--- src/rtl/controlador_brinquedo.sv ---
// Toy robot controller: synchronizes the slow step clock, run switch and obstacle
// sensor, then walks a forward / turn / reverse pattern and counts obstacle hits.

module sincronizador (
  input  logic clk,
  input  logic rst_n,
  input  logic d,
  output logic q
);

  logic meta_r;
  logic sinc_r;

  // Two-flop synchronizer for a single asynchronous level
  always_ff @(posedge clk or negedge rst_n) begin
    if (!rst_n) begin
      meta_r <= 1'b0;
      sinc_r <= 1'b0;
    end else begin
      meta_r <= d;
      sinc_r <= meta_r;
    end
  end

  assign q = sinc_r;

endmodule

module controlador_brinquedo #(
  parameter int PASSOS_FRENTE = 4,
  parameter int PASSOS_GIRO   = 2,
  parameter int PASSOS_RE     = 2
) (
  input  logic       clock_entrada,
  input  logic       botao,
  input  logic       passo,
  input  logic       liga,
  input  logic       obstaculo,
  output logic [1:0] motor_esq,
  output logic [1:0] motor_dir,
  output logic [2:0] estado,
  output logic [3:0] contador_obstaculos
);

  typedef enum logic [2:0] {
    PARADO   = 3'd0,
    FRENTE   = 3'd1,
    GIRA_ESQ = 3'd2,
    GIRA_DIR = 3'd3,
    RE       = 3'd4
  } estado_t;

  localparam logic [3:0] LIM_FRENTE = 4'(PASSOS_FRENTE - 1);
  localparam logic [3:0] LIM_GIRO   = 4'(PASSOS_GIRO - 1);
  localparam logic [3:0] LIM_RE     = 4'(PASSOS_RE - 1);

  logic passo_s;
  logic liga_s;
  logic obst_s;
  logic passo_ant_r;
  logic tick_s;

  estado_t    estado_r;
  estado_t    estado_nxt_s;
  logic [3:0] cont_r;
  logic [3:0] cont_nxt_s;
  logic       lado_r;
  logic       lado_nxt_s;
  logic [3:0] obst_cnt_r;
  logic [3:0] obst_cnt_nxt_s;
  logic [3:0] motores_nxt_s;
  logic [1:0] motor_esq_r;
  logic [1:0] motor_dir_r;

  sincronizador u_sinc_passo (
    .clk   (clock_entrada),
    .rst_n (botao),
    .d     (passo),
    .q     (passo_s)
  );

  sincronizador u_sinc_liga (
    .clk   (clock_entrada),
    .rst_n (botao),
    .d     (liga),
    .q     (liga_s)
  );

  sincronizador u_sinc_obst (
    .clk   (clock_entrada),
    .rst_n (botao),
    .d     (obstaculo),
    .q     (obst_s)
  );

  // Remembers the previous synchronized step level for rise detection
  always_ff @(posedge clock_entrada or negedge botao) begin
    if (!botao) begin
      passo_ant_r <= 1'b0;
    end else begin
      passo_ant_r <= passo_s;
    end
  end

  assign tick_s = passo_s & ~passo_ant_r;

  // Motor pattern {esq, dir}; each motor is {frente, re}, never both
  function automatic logic [3:0] motores(input estado_t s);
    logic [3:0] m;
    case (s)
      PARADO:   m = 4'b00_00;
      FRENTE:   m = 4'b10_10;
      RE:       m = 4'b01_01;
      GIRA_ESQ: m = 4'b01_10;
      GIRA_DIR: m = 4'b10_01;
      default:  m = 4'b00_00;
    endcase
    return m;
  endfunction

  // Next-state, step counter, side flag and obstacle counter
  always_comb begin
    estado_nxt_s   = estado_r;
    cont_nxt_s     = cont_r;
    lado_nxt_s     = lado_r;
    obst_cnt_nxt_s = obst_cnt_r;
    if (!liga_s) begin
      estado_nxt_s = PARADO;
      cont_nxt_s   = 4'd0;
      lado_nxt_s   = 1'b0;
    end else begin
      case (estado_r)
        PARADO: begin
          estado_nxt_s = FRENTE;
          cont_nxt_s   = 4'd0;
        end
        FRENTE: begin
          if (obst_s) begin
            estado_nxt_s = RE;
            cont_nxt_s   = 4'd0;
            if (obst_cnt_r != 4'd15) begin
              obst_cnt_nxt_s = obst_cnt_r + 4'd1;
            end else begin
              obst_cnt_nxt_s = obst_cnt_r;
            end
          end else if (tick_s) begin
            if (cont_r == LIM_FRENTE) begin
              estado_nxt_s = lado_r ? GIRA_DIR : GIRA_ESQ;
              cont_nxt_s   = 4'd0;
            end else begin
              cont_nxt_s = cont_r + 4'd1;
            end
          end else begin
            cont_nxt_s = cont_r;
          end
        end
        GIRA_ESQ, GIRA_DIR: begin
          if (tick_s) begin
            if (cont_r == LIM_GIRO) begin
              estado_nxt_s = FRENTE;
              cont_nxt_s   = 4'd0;
              lado_nxt_s   = ~lado_r;
            end else begin
              cont_nxt_s = cont_r + 4'd1;
            end
          end else begin
            cont_nxt_s = cont_r;
          end
        end
        RE: begin
          if (tick_s) begin
            if (cont_r == LIM_RE) begin
              estado_nxt_s = lado_r ? GIRA_DIR : GIRA_ESQ;
              cont_nxt_s   = 4'd0;
            end else begin
              cont_nxt_s = cont_r + 4'd1;
            end
          end else begin
            cont_nxt_s = cont_r;
          end
        end
        default: begin
          estado_nxt_s = PARADO;
          cont_nxt_s   = 4'd0;
          lado_nxt_s   = 1'b0;
        end
      endcase
    end
  end

  assign motores_nxt_s = motores(estado_nxt_s);

  // Controller state and registered outputs, all updated on the same edge
  always_ff @(posedge clock_entrada or negedge botao) begin
    if (!botao) begin
      estado_r    <= PARADO;
      cont_r      <= 4'd0;
      lado_r      <= 1'b0;
      obst_cnt_r  <= 4'd0;
      motor_esq_r <= 2'b00;
      motor_dir_r <= 2'b00;
    end else begin
      estado_r    <= estado_nxt_s;
      cont_r      <= cont_nxt_s;
      lado_r      <= lado_nxt_s;
      obst_cnt_r  <= obst_cnt_nxt_s;
      motor_esq_r <= motores_nxt_s[3:2];
      motor_dir_r <= motores_nxt_s[1:0];
    end
  end

  assign estado              = estado_r;
  assign motor_esq           = motor_esq_r;
  assign motor_dir           = motor_dir_r;
  assign contador_obstaculos = obst_cnt_r;

endmodule

--- config.mk ---
export PLATFORM = sky130hd
export DESIGN_NAME = controlador_brinquedo
export DESIGN_NICKNAME = d
export VERILOG_FILES = /design/src/rtl/controlador_brinquedo.sv
export SDC_FILE = /design/constraint.sdc
export NUM_CORES = 1
export LEC_CHECK = 0
export ABC_AREA = 1
export CORE_MARGIN = 4
export CORE_UTILIZATION = 42
export CTS_CLUSTER_SIZE = 28
export DETAILED_ROUTE_END_ITERATION = 8
export PLACE_DENSITY = 0.66
export SLEW_MARGIN = 15
export SYNTH_ARGS = -nofsm -noshare
export SYNTH_HDL_FRONTEND = slang
export SYNTH_HIERARCHICAL = 1
export SYNTH_SLANG_ARGS = --single-unit
--- constraint.sdc ---
create_clock -name clock_entrada -period 1.2 [get_ports clock_entrada]
set_input_delay 0.12 -clock clock_entrada [delete_from_list [all_inputs] [get_ports clock_entrada]]
set_output_delay 0.12 -clock clock_entrada [all_outputs]
set_load 0.05 [all_outputs]
==> flow_summary.yaml <==
critical_path:
  cp_data_required_time_ps: 1410
  path_common_cell: "nand2_1"
  end_kind: "flop"
  critical_path.max_stage_delay_ps: 460
  cp_cell_sequence: "inv_2 > ha_4 > nand2_4 > nor2_4 > buf_4 > o22ai_1 > nand2_1 > nand2_1"
  start_kind: "flop"
  worstPathArrival_ps: 1530
  crit_family: "flip-flops"
  critPathKind: "flop to flop"
  critPathMaxFanout: 4
  crit_slowest_cell: "dfrtp_2"
  worst-path-buf-inv: 2
  reg2regPathDepth: 8
  path_depth: 8
clock_tree:
  clock_latency_ps: 310
  ctsLongestPathBuffers: 2
  clkTransAtPathRegs_ps: 130
  htreeDepth: 1
  cts_tree: "built"
  numCtsBuffers: 3
  cts_hold_buf: 0
  root_buffer: "clkbuf_4"
  cts_sinks: 23
logic_synthesis:
  syn-cell-area_um2: 1200
  avgSynthCellArea_um2: 8.75
  synth_seq_cells: 23
  yosysWarnings: 6
  synth_nets: 146
  synth_cell_types: 24
  synth_seq_area_share_pct: 48.0
  synthCells: 137
final_layout:
  nNetsFinal: 187
  drive_gt1_share_pct: 50.8
  final_cells: 208
  design_area_um2: 1860
  area_growth_pct: 55.3
  post-route-util_pct: 68.1
  num_antenna_cells: 0
  fillers: 211
route:
  num_vias: 1038
  via_per_inst: 4.99
  ant_nets: 0
  routedWlPerCell_um: 12.5
  finalWirelength_mm: 2.60
  first_pass_iters: 4
  route.detailed.drc: 0
  dr.first_iter.drc_count: 21
timing:
  fin_crit_sh_pct: 110
  hold_viol: 0
  finalCriticalPeriod_ps: 1320
  report.final.slew_viol_count: 0
  slew_headroom_pct: 81.1
  rsz0062_at_grt: "yes"
  setup_violations: 13
  skew_ps: 2.41
  worst_pin_slew_ps: 283
  whs_ps: 145
  max_freq_mhz: 758
  fin_ws_ps: -120
floorplan:
  core_um2: 2730
  ios: 16
  die-width_um: 61.4
  dieHeight_um: 61.4
  initial_utilization_pct: 43.8
  dieArea_um2: 3770
  row_count: 19
global_routing:
  overflow: 0
  antenna_found_initial: 0
  grt_pass1_vias: 1051
  grt_pass1_wl_mm: 4.35
  grt.total_usage_pct: 15.8
  grt_max_degree: 24
run_status:
  status: "finished with violations"
  violations: "setup timing"
placed_design:
  dp_slack_ps: -166
  globalplace.congestion: 0.825
  place_area_um2: 1670
  dp.cells: 199
  dpl.hpwl_mm: 1.97
  port_buffers: 15
hold_path:
  worst_hold_path_type: "input port to asynchronous set/reset pin"
pwr:
  leakagePower_uw: 0.000859
  ir_drop_mv: 1.78
  powerDensity_nw_per_um2: 1350
flow_run:
  cap_violations: 0
[cell usage after synthesis]
| cell type | number | area, µm² |
|---|---|---|
| o22ai_1 | 2 | 12.5 |
| inv_1 | 15 | 56.3 |
| nand3_4 | 1 | 17.5 |
| dfrtp_1 | 23 | 576 |
| o21bai_1 | 1 | 7.51 |
| ha_1 | 4 | 50.1 |
| a21oi_1 | 3 | 15.0 |
| nand4_1 | 2 | 12.5 |
| inv_2 | 6 | 22.5 |
| o21ai_4 | 1 | 16.3 |
| nand3_1 | 14 | 70.1 |
| xnor2_1 | 1 | 8.76 |
| nand2_1 | 31 | 116 |
| nand3_2 | 1 | 10.0 |
| o21ai_1 | 3 | 15.0 |
| xor2_1 | 3 | 26.3 |
| nor2_4 | 4 | 45.0 |
| nand2_2 | 4 | 25.0 |
| nor2_2 | 2 | 12.5 |
| nand4_2 | 1 | 12.5 |
| nor2_1 | 10 | 37.5 |
| buf_4 | 1 | 7.51 |
| o21ai_0 | 3 | 15.0 |
| nand2_4 | 1 | 11.3 |
[placed cells by master (no fill, tap or decap), drive strengths merged]
cell	Yosys	routed
a21oi	3	3
buf	1	33
clkbuf	0	3
clkdlybuf4s50	0	4
clkinv	0	1
dfrtp	23	23
ha	4	4
inv	21	21
nand2	36	36
nand3	16	16
nand4	3	3
nor2	16	16
o21ai	7	7
o21bai	1	1
o22ai	2	2
xnor2	1	1
xor2	3	3
[metrics by stage]
step / power (µW) / TNS, ps
global placement: 2060 / -599
finish: 2510 / -1200
detailed placement: 2080 / -1060
floorplan: 1520 / -938
global route: 2630 / -2440
CTS: 2490 / -990
[state kept, by name (all words and copies together), names as in the netlist]
register,count
u_sinc_obst/meta_r,1
u_sinc_liga/meta_r,1
motor_dir,2
passo_ant_r,1
u_sinc_passo/q,1
lado_r,1
contador_obstaculos,4
u_sinc_obst/q,1
cont_r,4
u_sinc_liga/q,1
motor_esq,2
u_sinc_passo/meta_r,1
estado,3
[worst reg2reg max path, delay by kind of cell (launching register included)]
| family | cells | cell delay [ps] |
|---|---|---|
| AND/OR/NAND/NOR | 4 | 350 |
| buffers and inverters | 2 | 200 |
| flip-flops | 1 | 460 |
| AO/OA/AOI/OAI | 1 | 50 |
| adder cells (fa/ha/maj) | 1 | 160 |
[power by group]
part | internal [µW] | total [µW] | switching [µW]
registers | 881 | 1010 | 133
clock network | 124 | 358 | 233
logic | 558 | 1140 | 577
total | 1560 | 2510 | 943
[final timing paths]
path                                          start                     end  slack [ps]
worst max-delay path                      cont_r[1]            motor_dir[0]        -120
worst min-delay path                          botao               cont_r[2]         150
worst max register to register            cont_r[1]            motor_dir[0]        -120
worst min register to register  u_sinc_passo/meta_r          u_sinc_passo/q         370
max in group asynchronous                     botao  contador_obstaculos[1]         820
min in group clock_entrada                     liga      u_sinc_liga/meta_r         240
[routing by layer]
layer / share of wire [%] / vias up / GRT usage, %
li1: - / 520 / -
met1: 42 / 485 / 18.2
met2: 52 / 25 / 27.8
met3: 3.5 / 8 / 3.35
met4: 2.9 / 0 / 7.27
met5: 0 / - / 0
[kinds of logic after synthesis]
logic type / after synthesis / share of synthesized area (%)
AO/OA/AOI/OAI: 13 / 6.78
XOR/XNOR: 4 / 2.92
adder cells (fa/ha/maj): 4 / 4.18
buffers and inverters: 22 / 7.20
flip-flops: 23 / 48.0
AND/OR/NAND/NOR: 71 / 30.9
[area by class of cell]
class	count	area [µm²]	share of cell area (%)
inverter	21	86.3	4.64
clock inverter	1	5.00	0.269
tap	31	38.8	2.08
multi-input combinational	92	676	36.3
sequential	23	586	31.5
clock buffer	3	22.5	1.21
timing repair buffer	37	448	24.1
[repair_timing]
| action | 4_1_cts | 5_1_grt |
|---|---|---|
| gates resized for setup | 22 | 14 |
| cloned | 0 | 0 |
| pin swaps | 16 | 6 |
| setup buffers | 2 | 4 |
| setup endpoints to repair | 16 | 20 |
(Power assumes the default switching activity.)
